### src/rtl/traffic_pkg.sv
// Shared types for the intersection phase scheduler.
//   phase_t      : 3-bit state encoding (code 7 is unused and treated as illegal)
//   LIGHT_*      : one-hot {red,yellow,green} lamp vectors for each approach
package traffic_pkg;

  typedef enum logic [2:0] {
    MAIN_GRN = 3'd0,
    MAIN_YEL = 3'd1,
    CLR_A    = 3'd2,
    PED_WALK = 3'd3,
    SIDE_GRN = 3'd4,
    SIDE_YEL = 3'd5,
    CLR_B    = 3'd6
  } phase_t;

  localparam logic [2:0] LIGHT_RED    = 3'b100;
  localparam logic [2:0] LIGHT_YELLOW = 3'b010;
  localparam logic [2:0] LIGHT_GREEN  = 3'b001;

endpackage

### src/rtl/phase_timer.sv
// Shared phase down-counter.
//   clk, reset : clock, async active-low reset (loads RST_VAL)
//   load       : load load_val this edge (phase entry)
//   load_val   : duration-1 of the phase being entered
//   value      : current count; holds at 0 once expired
//   done       : value == 0
module phase_timer #(
  parameter int               CNT_W   = 4,
  parameter logic [CNT_W-1:0] RST_VAL = '0
) (
  input  logic             clk,
  input  logic             reset,
  input  logic             load,
  input  logic [CNT_W-1:0] load_val,
  output logic [CNT_W-1:0] value,
  output logic             done
);

  always_ff @(posedge clk or negedge reset) begin
    if (!reset)              value <= RST_VAL;
    else if (load)           value <= load_val;
    else if (value != '0)    value <= value - 1'b1;
  end

  assign done = (value == '0);

endmodule

### src/rtl/intersection_phase_scheduler.sv
// Two-approach intersection sequencer with one pedestrian crossing.
//   clk, reset   : clock, async active-low reset
//   ped_button   : pedestrian request pulse (latched into ped_pending)
//   side_sensor  : side-street car present, sampled only at decisions
//   main_lights  : {red,yellow,green} main street, registered
//   side_lights  : {red,yellow,green} side street, registered
//   walk         : pedestrian walk lamp, registered
//   ped_pending  : latched pedestrian request
//   phase        : current state code
module intersection_phase_scheduler
  import traffic_pkg::*;
#(
  parameter int MAIN_MIN_GREEN = 8,
  parameter int SIDE_GREEN     = 4,
  parameter int YELLOW         = 2,
  parameter int ALL_RED        = 1,
  parameter int WALK           = 5,
  parameter int CNT_W          = 4
) (
  input  logic       clk,
  input  logic       reset,
  input  logic       ped_button,
  input  logic       side_sensor,
  output logic [2:0] main_lights,
  output logic [2:0] side_lights,
  output logic       walk,
  output logic       ped_pending,
  output logic [2:0] phase
);

  localparam logic [CNT_W-1:0] MG_M1 = CNT_W'(MAIN_MIN_GREEN - 1);
  localparam logic [CNT_W-1:0] SG_M1 = CNT_W'(SIDE_GREEN - 1);
  localparam logic [CNT_W-1:0] YL_M1 = CNT_W'(YELLOW - 1);
  localparam logic [CNT_W-1:0] AR_M1 = CNT_W'(ALL_RED - 1);
  localparam logic [CNT_W-1:0] WK_M1 = CNT_W'(WALK - 1);

  phase_t           state, state_nxt;
  logic             load, tmr_done;
  logic [CNT_W-1:0] load_val, tmr_val;

  function automatic logic [CNT_W-1:0] dur_m1(input phase_t p);
    case (p)
      MAIN_YEL, SIDE_YEL: dur_m1 = YL_M1;
      CLR_A, CLR_B:       dur_m1 = AR_M1;
      PED_WALK:           dur_m1 = WK_M1;
      SIDE_GRN:           dur_m1 = SG_M1;
      default:            dur_m1 = MG_M1;
    endcase
  endfunction

  // Next-state decision. Main green simply parks with the timer at 0
  // when nothing is waiting, so demand is taken on the very next edge.
  always_comb begin
    state_nxt = state;
    case (state)
      MAIN_GRN: if (tmr_done && (ped_pending || side_sensor)) state_nxt = MAIN_YEL;
      MAIN_YEL: if (tmr_done) state_nxt = CLR_A;
      // Once yellow has been shown the cycle is committed: with no ped
      // request we go to side green even if the car has left.
      CLR_A:    if (tmr_done) state_nxt = ped_pending ? PED_WALK : SIDE_GRN;
      PED_WALK: if (tmr_done) state_nxt = side_sensor ? SIDE_GRN : CLR_B;
      SIDE_GRN: if (tmr_done) state_nxt = SIDE_YEL;
      SIDE_YEL: if (tmr_done) state_nxt = CLR_B;
      CLR_B:    if (tmr_done) state_nxt = MAIN_GRN;
      default:  state_nxt = MAIN_GRN;
    endcase
  end

  // No phase ever transitions to itself, so any change of state is an entry.
  assign load     = (state_nxt != state);
  assign load_val = dur_m1(state_nxt);

  phase_timer #(.CNT_W(CNT_W), .RST_VAL(MG_M1)) u_timer (
    .clk      (clk),
    .reset    (reset),
    .load     (load),
    .load_val (load_val),
    .value    (tmr_val),
    .done     (tmr_done)
  );

  // State, request latch and lamp registers. Lamps decode the next state
  // so they change on the same edge as the state itself.
  always_ff @(posedge clk or negedge reset) begin
    if (!reset) begin
      state       <= MAIN_GRN;
      main_lights <= LIGHT_GREEN;
      side_lights <= LIGHT_RED;
      walk        <= 1'b0;
      ped_pending <= 1'b0;
    end else begin
      state <= state_nxt;

      // Entering the walk phase serves the request and beats a new press.
      if (load && state_nxt == PED_WALK)       ped_pending <= 1'b0;
      else if (ped_button && state != PED_WALK) ped_pending <= 1'b1;

      main_lights <= LIGHT_RED;
      side_lights <= LIGHT_RED;
      walk        <= 1'b0;
      case (state_nxt)
        MAIN_GRN: main_lights <= LIGHT_GREEN;
        MAIN_YEL: main_lights <= LIGHT_YELLOW;
        SIDE_GRN: side_lights <= LIGHT_GREEN;
        SIDE_YEL: side_lights <= LIGHT_YELLOW;
        PED_WALK: walk        <= 1'b1;
        default:  ;
      endcase
    end
  end

  assign phase = state;

endmodule

### config.mk
export PLATFORM = sky130hd
export DESIGN_NAME = intersection_phase_scheduler
export DESIGN_NICKNAME = d
export VERILOG_FILES = /design/src/rtl/traffic_pkg.sv /design/src/rtl/phase_timer.sv /design/src/rtl/intersection_phase_scheduler.sv
export SDC_FILE = /design/constraint.sdc
export NUM_CORES = 1
export LEC_CHECK = 0
export ABC_AREA = 1
export CAP_MARGIN = 10
export CORE_MARGIN = 1
export CORE_UTILIZATION = 30
export DETAILED_ROUTE_END_ITERATION = 16
export REMOVE_ABC_BUFFERS = 1
export SYNTH_ARGS = -nofsm -noshare
export SYNTH_HDL_FRONTEND = slang
export SYNTH_SLANG_ARGS = --single-unit
### constraint.sdc
create_clock -name clk -period 2.75 [get_ports clk]
set_input_delay 0.825 -clock clk [delete_from_list [all_inputs] [get_ports clk]]
set_output_delay 0.825 -clock clk [all_outputs]
set_load 0.02 [all_outputs]
==> results of run 1 <==
[layer usage]
metal | wire length, µm | vias to the layer above
met5 | 0 | -
met4 | 50 | 0
met3 | 97 | 5
li1 | - | 367
met1 | 821 | 313
met2 | 775 | 18
[cells in the mapped netlist]
cell type  number
nand4_1         1
dfstp_2         5
o2111ai_1       1
nand2_4         5
a21oi_1         1
nor3_1          1
ha_1            1
nor2_4          4
nand3_4         1
inv_2           4
nor2_2          1
o21ai_0         2
nand2_1        21
nand3_2         1
xor2_1          2
nor2_1          9
nand3_1         9
nand3b_1        3
inv_1          13
dfrtp_1        10
nand2_2         7
nor3_2          1
o211ai_1        2
[cells by family (layout without fill, tap and decap cells)]
group	count (synthesis)	count (layout)	share of synthesized area [%]
buffers and inverters	17	35	7.13
DFF	15	15	42.7
and+or+nand+nor	64	64	42.5
adders and majority gates	1	1	1.40
xor gates and xnor gates	2	2	1.96
AOI/OAI and AO/OA	6	6	4.33
[through the flow]
stage               cells  utilization, %  hold slack, ps  setup slack [ps]
finish                154            39.6             504               470
global route          154            39.6             548               426
CTS                   154            39.6             511               444
detailed placement    150            38.6             497               578
global placement      150            38.6             489               561
floorplan             105               -             471              1090
[flip-flops by register name, indices dropped and copies added, names as in the netlist]
| register | cells |
|---|---|
| main_lights | 3 |
| ped_pending | 1 |
| phase | 3 |
| side_lights | 3 |
| u_timer.value | 4 |
| walk | 1 |
[worst max path at each step]
stage / start / endpoint / slack [ps] / depth (start not counted)
final: phase[2] / phase[2] / 470 / 1
after global routing: phase[2] / phase[2] / 430 / 1
after CTS: phase[2] / phase[2] / 440 / 1
after detailed placement: side_sensor / u_timer.value[0] / 580 / 11
after global placement: side_sensor / u_timer.value[2] / 560 / 10
after floorplan: u_timer.value[0] / u_timer.value[2] / 1090 / 10
[final cells by class]
type                            count  area (µm²)
Multi-Input combinational cell     73         449
Fill cell                         266        1680
Clock inverter                      1        5.00
Clock buffer                        3        22.5
Sequential cell                    15         382
Tap cell                           31        38.8
Timing Repair Buffer               14         140
Inverter                           17        63.8
[power groups by stage]
stage | combinational [mW] | clock, mW | sequential [mW]
2_1_floorplan | 0.629 | 0 | 0.501
3_3_place_gp | 0.936 | 0 | 0.437
3_5_place_dp | 0.942 | 0 | 0.440
4_1_cts | 0.949 | 0.133 | 0.437
5_1_grt | 1.05 | 0.138 | 0.453
6_report | 0.936 | 0.126 | 0.435
[cell usage in the layout, fill, tap and decap left out, drive strengths merged]
| cell type | netlist | layout |
|---|---|---|
| a21oi | 1 | 1 |
| clkbuf | 0 | 3 |
| clkdlybuf4s50 | 0 | 14 |
| clkinv | 0 | 1 |
| dfrtp | 10 | 10 |
| dfstp | 5 | 5 |
| ha | 1 | 1 |
| inv | 17 | 17 |
| nand2 | 33 | 33 |
| nand3 | 11 | 11 |
| nand3b | 3 | 3 |
| nand4 | 1 | 1 |
| nor2 | 14 | 14 |
| nor3 | 2 | 2 |
| o2111ai | 1 | 1 |
| o211ai | 2 | 2 |
| o21ai | 2 | 2 |
| xor2 | 2 | 2 |
==> run_results.csv, run 1 <==
group,metric,value,unit
setup_path,critical_path_class,"flip-flop to output pin",
cells_and_area,area_growth,23.1,%
global_route,antenna_found_initial,0,
synthesis,syn_area_per_cell,8.52,µm²
setup_path,critPathLaunchType,"flip-flop",
power_and_ir_drop,ir_drop,0.699,mV
setup_path,critical-path-top-delay-family,"buffers and inverters",
synthesis,yosys-top-cells-area,"dfrtp_1, dfstp_2, nand2_1",
routing,dr.pass1.iters,4,
power_and_ir_drop,p_switching,744,µW
setup_path,worstPathCellList,"clkdlybuf4s50_1",
global_route,gr-usage-met3,2.53,%
timing,clock_skew,8.68,ps
setup_path,r2r_start,"u_timer.value[0]",
power_and_ir_drop,p_leak,0.549,nW
power_and_ir_drop,power.share.switching,49.7,%
cells_and_area,drive_gt1_share,26.8,%
placed_design,dp_hpwl,1330,µm
global_route,grt_use_total,12.8,%
timing,finalMaxSlewViolations,0,
worst_hold_path,whs_path_depth,2,
cells_and_area,diodes,0,
die,io_pins,15,
die,fp-row-count,19,
die,initial_core_util,32.2,%
clocking,clk_pin_slew_worst_paths,90,ps
die,die_x,56.6,µm
power_and_ir_drop,combPwrFrac,62.6,%
clocking,cts_tree,"built",
synthesis,yosysUniqueCellTypes,23,
routing,vias,703,
placed_design,io_buffers,14,
clocking,cts.sinks,15,
setup_path,reg2reg_slack,870,ps
global_route,grt-busiest-layer,"met2",
setup_path,cp_max_fo,6,
synthesis,yosysTopAreaCell,"dfrtp_1",
timing,rsz0062_at_grt,"no",
setup_path,cpPeakStageDelay,660,ps
power_and_ir_drop,pwr-share-clk,8.4,%
synthesis,netlist_area,895,µm²
clocking,clockBufferDepth,2,
cells_and_area,stdcell_area,0.00110,mm²
routing,routed_wl,1740,µm
timing,setup_tns,0,ps
clocking,cts-buffers-inserted,3,
clocking,cts.repair.resized,0,
global_route,grtUsageMet1,16.9,%
global_route,grt_max_degree,16,
power_and_ir_drop,power_density,1360,mW/mm²
cells_and_area,finalNetCount,129,
synthesis,ys_seq_area_share,42.7,%
global_route,grt_pass1_wl,3130,µm
setup_path,critPathBufInv,1,
global_route,grt_pass1_vias,696,
timing,period_needed,2280,ps
timing,setup_viol,0,
routing,drc,0,
placed_design,place_congestion,0.761,
worst_hold_path,holdCritStartpoint,"u_timer.value[0]",
synthesis,synth_top_area_share,28.0,%
clocking,root_buffer,"clkbuf_4",
worst_hold_path,hold_end,"u_timer.value[0]",
power_and_ir_drop,p_seq_share,29.0,%
clocking,ctsHoldBuffers,0,
setup_path,worstPathArrival,1450,ps
clocking,clk_latency,290,ps
setup_path,reg2reg_depth,11,
power_and_ir_drop,p_total,1.50,mW
run_status,status,"finished, final reports clean",
synthesis,ys_warn_count,0,
timing,worst_pin_slew,659,ps
placed_design,dpl_cell_area,0.00107,mm²
worst_hold_path,hold_class,"flip-flop to flip-flop",
die,die_h,56.6,µm
routing,drt-initial-drc-count,15,
setup_path,reg2reg_to,"u_timer.value[2]",
routing,wire_per_inst,11.3,µm
timing,hold_viol_final,0,
setup_path,crit_required,1930,ps
clocking,post-cts-setup-buffer-count,0,
global_route,overflow,0,
clocking,h-tree-depth,1,
synthesis,yosys_register_bits,15,
setup_path,worstSetupEndpointType,"output pin",
setup_path,cp_slowest_cell,"clkdlybuf4s50_1",
routing,vias_per_cell,4.56,
global_route,met2_usage,18.3,%
die,die_area,0.00320,mm²
timing,max_freq,439,MHz
die,fp.coreArea,0.00278,mm²
synthesis,syn_inst,105,
routing,postRouteAntennaNets,0,
timing,period_share,82.9,%
timing,relSlewSlack,55.9,%
power_and_ir_drop,intPower,753,µW
flow_run,cap_viol_max_count,0,
Power figures use the tool's default switching activity.
==> run 2, diff against run 1 <==
Clock period 2.75 ns to 2.39 ns, I/O delays scaled along.
==> run 2 against run 1 <==
Via count grew 0.28%. Sequential cell count stayed put. Clock-buffer cell count increased by 1. Sequential share of layout area about the same. Sequential power rose by 15%.
==> run_results.csv, run 2 (synthesis gave the netlist of run 1 again) <==
group,metric,value,unit
routing,drc,0,
cells_and_area,top_register,"u_timer.value",
global_route,grtUsageMet1,16.4,%
setup_path,worstPathCellList,"clkdlybuf4s50_1",
clocking,clk_latency,280,ps
cells_and_area,finalNetCount,129,
routing,vias_per_cell,4.58,
global_route,met2_usage,18.3,%
cells_and_area,stdcell_count,154,
die,die_h,56.6,µm
clocking,h-tree-depth,1,
routing,routed_wl,1720,µm
cells_and_area,layout_common_cells,"nand2_1, clkdlybuf4s50_1, inv_1",
setup_path,crit_required,1670,ps
die,die_area,0.00320,mm²
cells_and_area,largest_reg_flops,4,
power_and_ir_drop,power_density,1570,mW/mm²
die,die_x,56.6,µm
placed_design,dp_hpwl,1330,µm
routing,dr.pass1.iters,2,
clocking,post-cts-setup-buffer-count,0,
timing,setup_tns,0,ps
flow_run,cap_viol_max_count,0,
timing,setup_viol,0,
routing,drt-initial-drc-count,11,
clocking,cts-buffers-inserted,3,
global_route,grt_use_total,12.5,%
placed_design,io_buffers,14,
setup_path,critPathLaunchType,"flip-flop",
die,io_pins,15,
timing,fin_hold_ws,503,ps
die,fp-row-count,19,
setup_path,cpPeakStageDelay,660,ps
placed_design,dpl_cell_area,0.00107,mm²
run_status,status,"finished, final reports clean",
die,fp.coreArea,0.00278,mm²
setup_path,cp_max_fo,6,
routing,postRouteAntennaNets,0,
global_route,antenna_found_initial,0,
cells_and_area,stdcell_area,0.00110,mm²
global_route,grt_pass1_vias,688,
global_route,grt_max_degree,16,
routing,wire_per_inst,11.2,µm
cells_and_area,diodes,0,
global_route,gr-usage-met3,2.07,%
timing,period_needed,2160,ps
timing,finalMaxSlewViolations,0,
clocking,cts_tree,"built",
placed_design,place_congestion,0.761,
timing,relSlewSlack,56.9,%
global_route,grt_pass1_wl,3040,µm
clocking,ctsHoldBuffers,0,
timing,period_share,90.5,%
power_and_ir_drop,p_leak,0.546,nW
setup_path,worstSetupEndpointType,"output pin",
setup_path,critical_path_class,"flip-flop to output pin",
clocking,clockBufferDepth,2,
clocking,root_buffer,"clkbuf_4",
setup_path,critical-path-top-delay-family,"buffers and inverters",
cells_and_area,drive_gt1_share,26.0,%
setup_path,critPathBufInv,1,
placed_design,dp_cells,150,
timing,worst_pin_slew,645,ps
clocking,clk_pin_slew_worst_paths,80,ps
cells_and_area,area_growth,22.9,%
die,initial_core_util,32.2,%
timing,rsz0062_at_grt,"no",
clocking,cts.sinks,15,
setup_path,worstPathArrival,1450,ps
timing,max_freq,462,MHz
global_route,overflow,0,
power_and_ir_drop,ir_drop,0.728,mV
timing,hold_viol_final,0,
global_route,grt-busiest-layer,"met2",
cells_and_area,final_common_cell,"nand2_1",
timing,clock_skew,4.95,ps
clocking,cts.repair.resized,0,
setup_path,cp_slowest_cell,"clkdlybuf4s50_1",
routing,vias,705,
worst_hold_path,hold_class,"flip-flop to flip-flop",
[run 2: power by group]
| group | switching, mW | internal, mW | leakage, nW |
|---|---|---|---|
| logic | 0.675 | 0.407 | 0.352 |
| clock network | 0.0766 | 0.0648 | 0.0150 |
| registers | 0.105 | 0.398 | 0.180 |
[run 2: cell type report]
cell class,instances,area (µm²)
Clock buffer,4,26.3
Timing Repair Buffer,14,140
Inverter,17,63.8
Fill cell,272,1680
Sequential cell,15,382
Multi-Input combinational cell,73,449
Tap cell,31,38.8
[run 2: metal layers]
| layer | share of wire, % | vias to the layer above | wire (µm) |
|---|---|---|---|
| met5 | 0 | - | 0 |
| met4 | 3.3 | 0 | 56 |
| met3 | 3.5 | 6 | 60 |
| met2 | 43 | 13 | 744 |
| met1 | 50 | 321 | 861 |
| li1 | - | 365 | - |
[run 2: worst paths after layout]
| path | startpoint | end | slack [ps] | cells past startpoint |
|---|---|---|---|---|
| min | u_timer.value[0] | u_timer.value[0] | 500 | 2 |
| min in group asynchronous | reset | side_lights[0] | 830 | 1 |
| max in group asynchronous | reset | side_lights[1] | 1150 | 1 |
| min reg2reg | u_timer.value[0] | u_timer.value[0] | 500 | 2 |
| max reg2reg | u_timer.value[0] | u_timer.value[2] | 530 | 11 |
| max | phase[2] | phase[2] | 230 | 1 |
[run 2: worst reg2reg max path: cells and delay by family (launching register included)]
kind	cells	cell delay, ps
DFF	1	550
AOI/OAI and AO/OA	1	90
buffers and inverters	1	50
adders and majority gates	1	290
and+or+nand+nor	8	810
[run 2: metrics by stage]
step	util [%]	power [mW]	worst slack, ps
2_1_floorplan	-	1.30	727
3_3_place_gp	38.6	1.58	309
3_5_place_dp	38.6	1.59	328
4_1_cts	39.5	1.74	209
5_1_grt	39.5	1.89	174
6_report	39.5	1.73	226
